==> config.mk <==
export PLATFORM = sky130hd
export DESIGN_NAME = shift_reg_piso_serializer_flat
export DESIGN_NICKNAME = d
export VERILOG_FILES = /design/src/rtl/shift_reg_piso_serializer_pkg.sv /design/src/rtl/shift_reg_piso_serializer_if.sv /design/src/rtl/shift_reg_piso_serializer_bit_counter.sv /design/src/rtl/shift_reg_piso_serializer.sv /design/src/flat_wrapper.sv
export SDC_FILE = /design/constraint.sdc
export NUM_CORES = 1
export LEC_CHECK = 0
export ABC_AREA = 1
export BUFFER_PORTS_ARGS = -buffer_cell sky130_fd_sc_hd__buf_2
export CAP_MARGIN = 0
export CORE_UTILIZATION = 58
export CTS_BUF_LIST = sky130_fd_sc_hd__clkbuf_16
export DETAILED_ROUTE_END_ITERATION = 8
export HOLD_SLACK_MARGIN = 0.03
export PLACE_DENSITY = 0.8
export SYNTH_ARGS = -nofsm -noshare
export SYNTH_HDL_FRONTEND = slang
export SYNTH_SLANG_ARGS = --single-unit
==> constraint.sdc <==
create_clock -name clk_i -period 2.4 [get_ports clk_i]
set_input_delay 0.24 -clock clk_i [delete_from_list [all_inputs] [get_ports clk_i]]
set_output_delay 0.24 -clock clk_i [all_outputs]
set_load 0.01 [all_outputs]
==> src/rtl/shift_reg_piso_serializer_pkg.sv <==
// Shared types and helpers for the PISO serializer.
//   piso_state_e : FSM encoding (StIdle=0, StShift=1)
//   WidthMin/Max : legal range of the WIDTH parameter
//   width_legal  : WIDTH legality check, reusable by neighbouring shift-register blocks
//   is_pend      : PEND flag, a word accepted but its first bit not yet emitted
package shift_reg_piso_serializer_pkg;

  typedef enum logic [0:0] {
    StIdle  = 1'b0,
    StShift = 1'b1
  } piso_state_e;

  localparam int unsigned WidthMin = 2;
  localparam int unsigned WidthMax = 32;

  function automatic bit width_legal(int unsigned width);
    return (width >= WidthMin) && (width <= WidthMax);
  endfunction

  // PEND: in SHIFT with no bit emitted yet (accepted while bit_en was low).
  function automatic logic is_pend(piso_state_e state, logic count_zero);
    return (state == StShift) && count_zero;
  endfunction

endpackage

==> src/rtl/shift_reg_piso_serializer_if.sv <==
// Handshake and serial-output bundle of the PISO serializer.
//   bit_en      : shift strobe from the bit-rate timing source
//   load_data   : parallel word, load_valid / load_ready handshake
//   q           : serial data out, q_valid / frame_start qualifiers
//   busy        : a frame is in progress
// master = upstream word source and downstream observer; slave = serializer.
interface shift_reg_piso_serializer_if #(
  parameter int unsigned WIDTH = 8
);
  logic             bit_en;
  logic [WIDTH-1:0] load_data;
  logic             load_valid;
  logic             load_ready;
  logic             q;
  logic             q_valid;
  logic             frame_start;
  logic             busy;

  modport master (
    output bit_en,
    output load_data,
    output load_valid,
    input  load_ready,
    input  q,
    input  q_valid,
    input  frame_start,
    input  busy
  );

  modport slave (
    input  bit_en,
    input  load_data,
    input  load_valid,
    output load_ready,
    output q,
    output q_valid,
    output frame_start,
    output busy
  );

endinterface

==> src/rtl/shift_reg_piso_serializer_bit_counter.sv <==
// Saturating bit counter for the PISO serializer.
//   clk_i   : rising-edge clock
//   reset_i : synchronous active-high reset, clears the count
//   load_i  : restart the count; with inc_i the restart value is 1, otherwise 0
//   inc_i   : advance by one (saturates at MAX, never wraps)
//   count_o : bits emitted in the current frame
//   last_o  : count_o == MAX, the last bit of the frame is on q
module shift_reg_piso_serializer_bit_counter #(
  parameter int unsigned MAX = 8,
  localparam int unsigned CntW = $clog2(MAX + 1)
) (
  input  logic            clk_i,
  input  logic            reset_i,
  input  logic            load_i,
  input  logic            inc_i,
  output logic [CntW-1:0] count_o,
  output logic            last_o
);

  localparam logic [CntW-1:0] MaxVal = CntW'(MAX);

  logic [CntW-1:0] count_q, count_d;

  always_comb begin
    count_d = count_q;
    if (load_i) begin
      count_d = inc_i ? CntW'(1) : '0;
    end else if (inc_i && (count_q != MaxVal)) begin
      count_d = count_q + CntW'(1);
    end
  end

  always_ff @(posedge clk_i) begin
    if (reset_i) begin
      count_q <= '0;
    end else begin
      count_q <= count_d;
    end
  end

  assign count_o = count_q;
  assign last_o  = (count_q == MaxVal);

endmodule

==> src/rtl/shift_reg_piso_serializer.sv <==
// Parallel-in serial-out stage feeding the shift_reg_siso delay line.
// A WIDTH-bit word is accepted over a valid/ready handshake and emitted one bit per cycle
// with bit_en=1. q, q_valid and frame_start are registered; load_ready is combinational.
// Parameters:
//   WIDTH      : word width, 2..32
//   MSB_FIRST  : 1 emits bit WIDTH-1 first (shift left), 0 emits bit 0 first (shift right)
//   IDLE_LEVEL : level driven on q outside a frame
// Ports:
//   clk_i   : rising-edge clock
//   reset_i : synchronous active-high reset; aborts any frame in progress
//   bus_io  : slave side of the handshake / serial-output bundle
module shift_reg_piso_serializer
  import shift_reg_piso_serializer_pkg::*;
#(
  parameter int unsigned WIDTH      = 8,
  parameter bit          MSB_FIRST  = 1'b1,
  parameter bit          IDLE_LEVEL = 1'b0
) (
  input  logic                        clk_i,
  input  logic                        reset_i,
  shift_reg_piso_serializer_if.slave  bus_io
);

  localparam int unsigned CntW = $clog2(WIDTH + 1);

  if (!width_legal(WIDTH)) begin : gen_width_check
    $error("shift_reg_piso_serializer: WIDTH must be within 2..32");
  end

  piso_state_e      state_q, state_d;
  logic [WIDTH-1:0] shreg_q, shreg_d;
  logic             q_q, q_d;
  logic             q_valid_q, q_valid_d;
  logic             fs_q, fs_d;

  logic             cnt_load;
  logic             cnt_inc;
  logic [CntW-1:0]  cnt;
  logic             cnt_last;

  logic             load_ready;
  logic             accept;
  logic             pend;

  // Bit that leaves the word first, and the word after that bit has left.
  function automatic logic head_bit(logic [WIDTH-1:0] v);
    return MSB_FIRST ? v[WIDTH-1] : v[0];
  endfunction

  function automatic logic [WIDTH-1:0] advance(logic [WIDTH-1:0] v);
    return MSB_FIRST ? (v << 1) : (v >> 1);
  endfunction

  shift_reg_piso_serializer_bit_counter #(
    .MAX (WIDTH)
  ) u_bit_counter (
    .clk_i   (clk_i),
    .reset_i (reset_i),
    .load_i  (cnt_load),
    .inc_i   (cnt_inc),
    .count_o (cnt),
    .last_o  (cnt_last)
  );

  // In SHIFT a new word is only taken when the edge that would end the frame arrives, so the
  // next frame's first bit replaces the idle cycle.
  assign load_ready = ~reset_i &
                      ((state_q == StIdle) |
                       ((state_q == StShift) & cnt_last & bus_io.bit_en));
  assign accept     = bus_io.load_valid & load_ready;
  assign pend       = is_pend(state_q, cnt == '0);

  always_comb begin
    state_d   = state_q;
    shreg_d   = shreg_q;
    q_d       = q_q;
    q_valid_d = q_valid_q;
    fs_d      = fs_q;
    cnt_load  = 1'b0;
    cnt_inc   = 1'b0;

    if (accept) begin
      state_d  = StShift;
      shreg_d  = bus_io.load_data;
      cnt_load = 1'b1;
      if (bus_io.bit_en) begin
        // First bit goes out at the accept edge itself.
        q_d       = head_bit(bus_io.load_data);
        shreg_d   = advance(bus_io.load_data);
        q_valid_d = 1'b1;
        fs_d      = 1'b1;
        cnt_inc   = 1'b1;
      end
    end else begin
      unique case (state_q)
        StIdle: begin
          // Nothing to do until a word is offered.
        end
        StShift: begin
          if (bus_io.bit_en) begin
            if (cnt_last) begin
              state_d   = StIdle;
              q_d       = IDLE_LEVEL;
              q_valid_d = 1'b0;
              fs_d      = 1'b0;
              cnt_load  = 1'b1;
            end else begin
              q_d       = head_bit(shreg_q);
              shreg_d   = advance(shreg_q);
              q_valid_d = 1'b1;
              fs_d      = pend;
              cnt_inc   = 1'b1;
            end
          end
          // bit_en=0: q, qualifiers and count hold.
        end
        default: begin
          state_d = StIdle;
        end
      endcase
    end
  end

  always_ff @(posedge clk_i) begin
    if (reset_i) begin
      state_q   <= StIdle;
      shreg_q   <= '0;
      q_q       <= IDLE_LEVEL;
      q_valid_q <= 1'b0;
      fs_q      <= 1'b0;
    end else begin
      state_q   <= state_d;
      shreg_q   <= shreg_d;
      q_q       <= q_d;
      q_valid_q <= q_valid_d;
      fs_q      <= fs_d;
    end
  end

  assign bus_io.load_ready  = load_ready;
  assign bus_io.q           = q_q;
  assign bus_io.q_valid     = q_valid_q;
  assign bus_io.frame_start = fs_q;
  assign bus_io.busy        = (state_q == StShift);

endmodule
==> src/flat_wrapper.sv <==
// flat-port wrapper written by rule: the top's interface ports become plain ports
module shift_reg_piso_serializer_flat import shift_reg_piso_serializer_pkg::*;
#(
  parameter int unsigned WIDTH      = 8,
  parameter bit          MSB_FIRST  = 1'b1,
  parameter bit          IDLE_LEVEL = 1'b0
)
  (clk_i, reset_i, bus_io_bit_en, bus_io_load_data, bus_io_load_valid, bus_io_load_ready, bus_io_q, bus_io_q_valid, bus_io_frame_start, bus_io_busy);
  shift_reg_piso_serializer_if #(.WIDTH(WIDTH)) bus_io_i ();
  input  logic clk_i;
  input  logic reset_i;
  input wire logic [$bits(bus_io_i.bit_en)-1:0] bus_io_bit_en;
  input wire logic [$bits(bus_io_i.load_data)-1:0] bus_io_load_data;
  input wire logic [$bits(bus_io_i.load_valid)-1:0] bus_io_load_valid;
  output wire logic [$bits(bus_io_i.load_ready)-1:0] bus_io_load_ready;
  output wire logic [$bits(bus_io_i.q)-1:0] bus_io_q;
  output wire logic [$bits(bus_io_i.q_valid)-1:0] bus_io_q_valid;
  output wire logic [$bits(bus_io_i.frame_start)-1:0] bus_io_frame_start;
  output wire logic [$bits(bus_io_i.busy)-1:0] bus_io_busy;
  assign bus_io_i.bit_en = bus_io_bit_en;
  assign bus_io_i.load_data = bus_io_load_data;
  assign bus_io_i.load_valid = bus_io_load_valid;
  assign bus_io_load_ready = bus_io_i.load_ready;
  assign bus_io_q = bus_io_i.q;
  assign bus_io_q_valid = bus_io_i.q_valid;
  assign bus_io_frame_start = bus_io_i.frame_start;
  assign bus_io_busy = bus_io_i.busy;
  shift_reg_piso_serializer #(.WIDTH(WIDTH), .MSB_FIRST(MSB_FIRST), .IDLE_LEVEL(IDLE_LEVEL)) u_core (.clk_i(clk_i), .reset_i(reset_i), .bus_io(bus_io_i));
endmodule
==> results of run 1 <==
state kept, by name (all words and copies together), names as in the netlist:
register	flops
u_core.shreg_q	8
u_core.bus_io.q	1
u_core.bus_io.q_valid	1
u_core.u_bit_counter.count_o	4
u_core.bus_io.busy	1
u_core.bus_io.frame_start	1
worst max-delay path by stage:
stage               slack [ps]                 to  depth (start not counted)
global placement           810  u_core.shreg_q[4]                          9
global route               590  u_core.shreg_q[4]                          9
finish                     760  u_core.shreg_q[4]                          9
detailed placement         780  u_core.shreg_q[4]                          9
CTS                        770  u_core.shreg_q[4]                          9
floorplan                 1050  u_core.shreg_q[1]                         10
cell usage after synthesis:
cell	number
nand2_2	1
dfxtp_1	16
nand3b_1	5
ha_1	2
buf_2	3
inv_1	15
nand4_1	10
nor2_1	23
buf_6	2
nand3_1	8
clkbuf_1	1
nand2_1	48
nand3_4	1
nor2_2	2
a21oi_1	8
nand4_2	1
o31ai_1	1
buf_4	1
inv_2	5
o21ai_0	9
final cells by class:
class	instances	area, um^2	share of cell area [%]
Sequential cell	16	320	27.9
Clock buffer	3	75.1	6.54
Clock inverter	1	3.75	0.327
Tap cell	16	20.0	1.74
Multi-Input combinational cell	119	573	49.9
Timing Repair Buffer	16	80.1	6.98
Inverter	20	75.1	6.54
kinds of logic (layout without fill, tap and decap cells):
group | count (synthesis) | after routing | synth area share (%)
buffers and inverters | 27 | 40 | 12.2
AO/OA/AOI/OAI | 18 | 18 | 9.10
AND/OR/NAND/NOR | 99 | 99 | 44.8
flip-flops | 16 | 16 | 31.5
adder cells (fa/ha/maj) | 2 | 2 | 2.46
power by group through the flow:
| stage | Clock, mW | Combinational (mW) | Sequential, mW |
|---|---|---|---|
| 2_1_floorplan | 0 | 0.0979 | 0.301 |
| 3_3_place_gp | 0 | 0.125 | 0.300 |
| 3_5_place_dp | 0 | 0.129 | 0.301 |
| 4_1_cts | 0.325 | 0.130 | 0.296 |
| 5_1_grt | 0.336 | 0.150 | 0.298 |
| 6_report | 0.322 | 0.130 | 0.296 |
per-stage QoR:
stage	total power, mW	utilization [%]
6_report	0.749	72.8
3_5_place_dp	0.430	67.8
3_3_place_gp	0.425	67.8
5_1_grt	0.785	72.8
4_1_cts	0.751	72.8
2_1_floorplan	0.399	-
worst max-delay path, stage by stage, from the launching register on:
cell and delay (ps):
dfxtp_1 330, inv_1 80, ha_1 210, nand4_2 130, nand2_2 210, nand3_4 210, nand2_1 130, inv_2 60
nor2_1 130, nor2_1 50
layer usage:
metal | share of wire (%) | vias up
li1 | - | 544
met1 | 45 | 463
met2 | 47 | 44
met3 | 7.2 | 0
met4 | 0 | 0
met5 | 0 | -
==> impl_metrics.toml, run 1 <==
[logic_synthesis]
ys_types = 20
syn-num-nets = 176
netlist.area_leader.share_pct = 31.5
yosys.area.top_type = "dfxtp_1"
synth_area_leaders = "dfxtp_1, nand2_1, nor2_1"
yosysWarnings = 0
syn-mean-instance-area_um2 = 6.28
syn_area_um2 = 1020
syn_inst = 162
yosysSeqAreaShare_pct = 31.5
synth_seq_cells = 16

[cells_and_area]
fin_area_um2 = 1150
final_cells = 191
fillers = 125
layout_commonest_cell = "nand2_1"
fin_nets = 190
area_growth_pct = 12.8
diodes = 0
drive_above_1_share_pct = 16.6
layout_common_cells = "nand2_1, nor2_1, buf_2, dfxtp_1, inv_1"

[drt]
drc_errors = 0
via_count = 1051
firstDrtPassIters = 4
drt_iter0_markers = 60
routed_wl_um = 2140
wire_per_inst_um = 11.2
avgViaCountPerCell = 5.50
ant_nets = 0

[cts]
clk_latency_ps = 240
cts_max_level = 1
cts_buffer_depth = 2
numCtsBuffers = 3
post_cts_buffers = 0
clkTransAtPathRegs_ps = 50
cts_tree = "done"
cts_num_sinks = 16
cts-resized-gates = 0
ctsHoldBuffers = 0
cts-root-buf = "clkbuf_16"

[floorplan]
coreArea_um2 = 1580
die_w_um = 43.9
die_area_um2 = 1930
row_count = 14
die_h_um = 43.9
start_util_pct = 64.5
pin_count = 17

[power_and_ir_drop]
p_sw_share_pct = 25.9
internal-power_uw = 555
power_frac_seq_pct = 39.6
clkPwrFrac_pct = 43.0
ir_drop_v = 0.000622
leakagePower_nw = 0.590
comb_power_share_pct = 17.4
p_per_area_nw_per_um2 = 652
netSwitchingPower_uw = 194

[setup_path]
critPathLaunchType = "flip-flop"
r2r_slack_ps = 760
reg2reg_from = "u_core.u_bit_counter.count_o[0]"
r2r-end = "u_core.shreg_q[4]"
worstRegToRegCells = 9
path_class = "flip-flop to flip-flop"
cp.arrival_ps = 1780
crit_required_ps = 2540
end_kind = "flip-flop"
critPathLaunch = "u_core.u_bit_counter.count_o[0]"
worstPathMaxFanout = 17

[grt]
grtUsageMet2_pct = 41.5
grt_usage_pct = 25.2
grt.overflow.total = 0
grt_pass1_wl_um = 3720
grt_pass1_vias = 913
grtUsageMet3_pct = 7.50
grtUsageMet1_pct = 33.5
grt_max_degree = 22
busiest_layer = "met2"
antenna_found_initial = 0

[timing]
tightest_slew_ps = 366
post-route-period-util_pct = 68.3
setup_slack_ps = 760
hold_ws_ps = 266
rsz0062_at_grt = "false"
clock_skew_ps = 2.22
setup_viol = 0
tns_ps = 0
maxSlewHeadroom_pct = 75.5
timing.final.crit_period_ps = 1640
slew_violations = 0
max_freq_ghz = 0.610
finalHoldViolations = 0

[placed_design]
placed_cells = 187
routabilityCongestion = 0.831
dp_hpwl_um = 1600
dpl_cell_area_um2 = 1070
dp_slack_ps = 777
io_buffers = 16

[worst_hold_path]
hp-start = "bus_io_load_data[0]"
hp-class = "input pin to flip-flop"
whs_path_depth = 3
holdPathEnd = "u_core.shreg_q[0]"

[run_status]
outcome = "complete, no violations"

[job]
cap_violations = 0
(Power assumes the default switching activity.)
==> run 2: changes to the inputs <==
--- a/config.mk
+++ b/config.mk
@@ -5,14 +5,14 @@
 export SDC_FILE = /design/constraint.sdc
 export NUM_CORES = 1
 export LEC_CHECK = 0
-export ABC_AREA = 1
+export ABC_AREA = 0
 export BUFFER_PORTS_ARGS = -buffer_cell sky130_fd_sc_hd__buf_2
 export CAP_MARGIN = 0
-export CORE_UTILIZATION = 58
+export CORE_UTILIZATION = 48
 export CTS_BUF_LIST = sky130_fd_sc_hd__clkbuf_16
 export DETAILED_ROUTE_END_ITERATION = 8
 export HOLD_SLACK_MARGIN = 0.03
-export PLACE_DENSITY = 0.8
+export PLACE_DENSITY = 0.71
 export SYNTH_ARGS = -nofsm -noshare
 export SYNTH_HDL_FRONTEND = slang
 export SYNTH_SLANG_ARGS = --single-unit
==> constraint.sdc (replaced) <==
create_clock -name clk_i -period 1.5 [get_ports clk_i]
set_input_delay 0.15 -clock clk_i [delete_from_list [all_inputs] [get_ports clk_i]]
set_output_delay 0.15 -clock clk_i [all_outputs]
set_load 0.01 [all_outputs]
==> run 2 against run 1 <==
Core utilization shrank 3.9 points. Cell count shrank 20%. Count of clock-buffer cells in the layout unchanged. Critical path depth is 3 lower. Sequential power rose by 59%. Clock power increased by 62%. Via count is 12% lower. Power is 57% higher. Setup slack worse by 720 ps. Global-route usage about the same.
==> impl_metrics.toml, run 2 <==
[logic_synthesis]
yosysWarnings = 0
synth_most_common_cell = "dfxtp_1"
ys_types = 38
syn_inst = 100
ys.flop_type = "dfxtp_1"
synthArstFlopShare_pct = 0
synth_seq_cells = 16
synth_area_leaders = "dfxtp_1, mux2i_1, a221o_1"
netlist.area_leader.share_pct = 34.4
syn_area_um2 = 932
syn-num-nets = 114
yosysSeqAreaShare_pct = 34.4
yosys.area.top_type = "dfxtp_1"
synth-edff-count = 0
yosys-top-cells-count = "dfxtp_1, a211oi_1, mux2i_1"
syn-mean-instance-area_um2 = 9.32

[power_and_ir_drop]
p_per_area_nw_per_um2 = 970
power_mw = 1.18
leakagePower_nw = 0.502
ir_drop_v = 0.000750

[timing]
setup_slack_ps = 42.2
max_freq_ghz = 0.686
timing.final.crit_period_ps = 1460
hold_ws_ps = 244
finalHoldViolations = 0
post-route-period-util_pct = 97.2
slew_violations = 0
clock_skew_ps = 1.15
tightest_slew_ps = 343
rsz0062_at_grt = "false"
maxSlewHeadroom_pct = 77.1
tns_ps = 0
setup_viol = 0

[cts]
numCtsBuffers = 3
clk_latency_ps = 240
cts_num_sinks = 16
cts-root-buf = "clkbuf_16"
clkTransAtPathRegs_ps = 50
cts_buffer_depth = 2
post_cts_buffers = 0
cts_max_level = 1
cts_tree = "done"

[setup_path]
worstRegToRegCells = 6
crit_required_ps = 1630
end_kind = "flip-flop"
critPathLaunchType = "flip-flop"
slowest_delay_ps = 340
cp.arrival_ps = 1590
crit_chain = "inv_2 > ha_4 > and3b_2 > nor3_2 > buf_4 > a221o_1"
worstPathMaxFanout = 6
path_class = "flip-flop to flip-flop"
cp_slowest_cell = "a221o_1"

[worst_hold_path]
hp-class = "input pin to flip-flop"
whs_path_depth = 3

[grt]
grt_usage_pct = 25.3
grt.overflow.total = 0
antenna_found_initial = 0
grt_pass1_vias = 829
grt_pass1_wl_um = 3840
grt_max_degree = 15

[cells_and_area]
layout_common_cells = "buf_2, buf_4, dfxtp_1"
fin_nets = 143
fin_area_um2 = 1210
diodes = 0
largest_reg_flops = 8
drive_above_1_share_pct = 35.9
final_cells = 153
final_util_pct = 68.9
layout_commonest_cell = "buf_2"
area_growth_pct = 30.3
largest_register = "u_core.shreg_q"

[drt]
routed_wl_um = 2340
ant_nets = 0
drt_iter0_markers = 26
via_count = 926
avgViaCountPerCell = 6.05
firstDrtPassIters = 4
wire_per_inst_um = 15.3
drc_errors = 0

[placed_design]
dp_hpwl_um = 1610
io_buffers = 16
placed_cells = 149
dpl_cell_area_um2 = 1120
routabilityCongestion = 0.831
dp_slack_ps = -26.8

[floorplan]
row_count = 15
coreArea_um2 = 1760
die_w_um = 46.1
start_util_pct = 52.8
die_area_um2 = 2120
pin_count = 17
die_h_um = 46.1

[job]
cap_violations = 0

[run_status]
outcome = "complete, no violations"
-- run 2: cell count changes after synthesis, sizes merged, moves of 4 or more --
cell    delta
a211oi     +8
a221o      +6
inv       -14
mux2i      +7
nand2     -43
nand3      -5
nand3b     -4
nand4     -10
nor2      -23
o21ai      -7
-- run 2: power by group --
group          switching [mW]  total (mW)  internal, mW  leakage (nW)
Combinational          0.0979       0.187        0.0892         0.331
Sequential             0.0178       0.470         0.453         0.132
Clock                   0.167       0.521         0.354        0.0385
Total                   0.283        1.18         0.896         0.502
-- run 2: cell families after synthesis --
group / count (synthesis) / synth area share (%)
and+or+nand+nor: 28 / 20.3
DFF: 16 / 34.4
muxes: 7 / 7.52
AOI/OAI and AO/OA: 34 / 28.5
buffers and inverters: 13 / 6.71
adders and majority gates: 2 / 2.68
-- run 2: timing repair --
item,4_1_cts,5_1_grt
pin swaps,1,0
resized for setup,2,4
setup endpoints to repair,7,11
hold buffers,0,0
-- run 2: path summary, 6_finish.rpt --
| path | startpoint | end | slack (ps) |
|---|---|---|---|
| max reg2reg | u_core.u_bit_counter.count_o[0] | u_core.shreg_q[2] | 40 |
| min | bus_io_load_valid | u_core.bus_io.busy | 240 |
| max | u_core.u_bit_counter.count_o[0] | u_core.shreg_q[2] | 40 |
| min reg2reg | u_core.shreg_q[5] | u_core.shreg_q[5] | 470 |
-- run 2: area by class of cell --
cell class              instances  area [um^2]
clock buffers                   3         75.1
clock inverters                 1         3.75
fillers                       136          549
inverters                       6         22.5
multi-input cells              71          568
flip-flops and latches         16          322
well taps                      25         31.3
repair buffers                 31          193
-- run 2: critical path, delay by kind of cell (launching register included) --
kind,cells,cell delay (ps)
DFF,1,330
AOI/OAI and AO/OA,1,340
and+or+nand+nor,2,310
adders and majority gates,1,150
buffers and inverters,2,220
-- run 2: routing by layer --
metal  part of all wire, %  track usage (%)
met3                   2.7             3.92
met1                    49             35.0
met2                    48             40.0
met4                  0.64             7.65
met5                     0                0
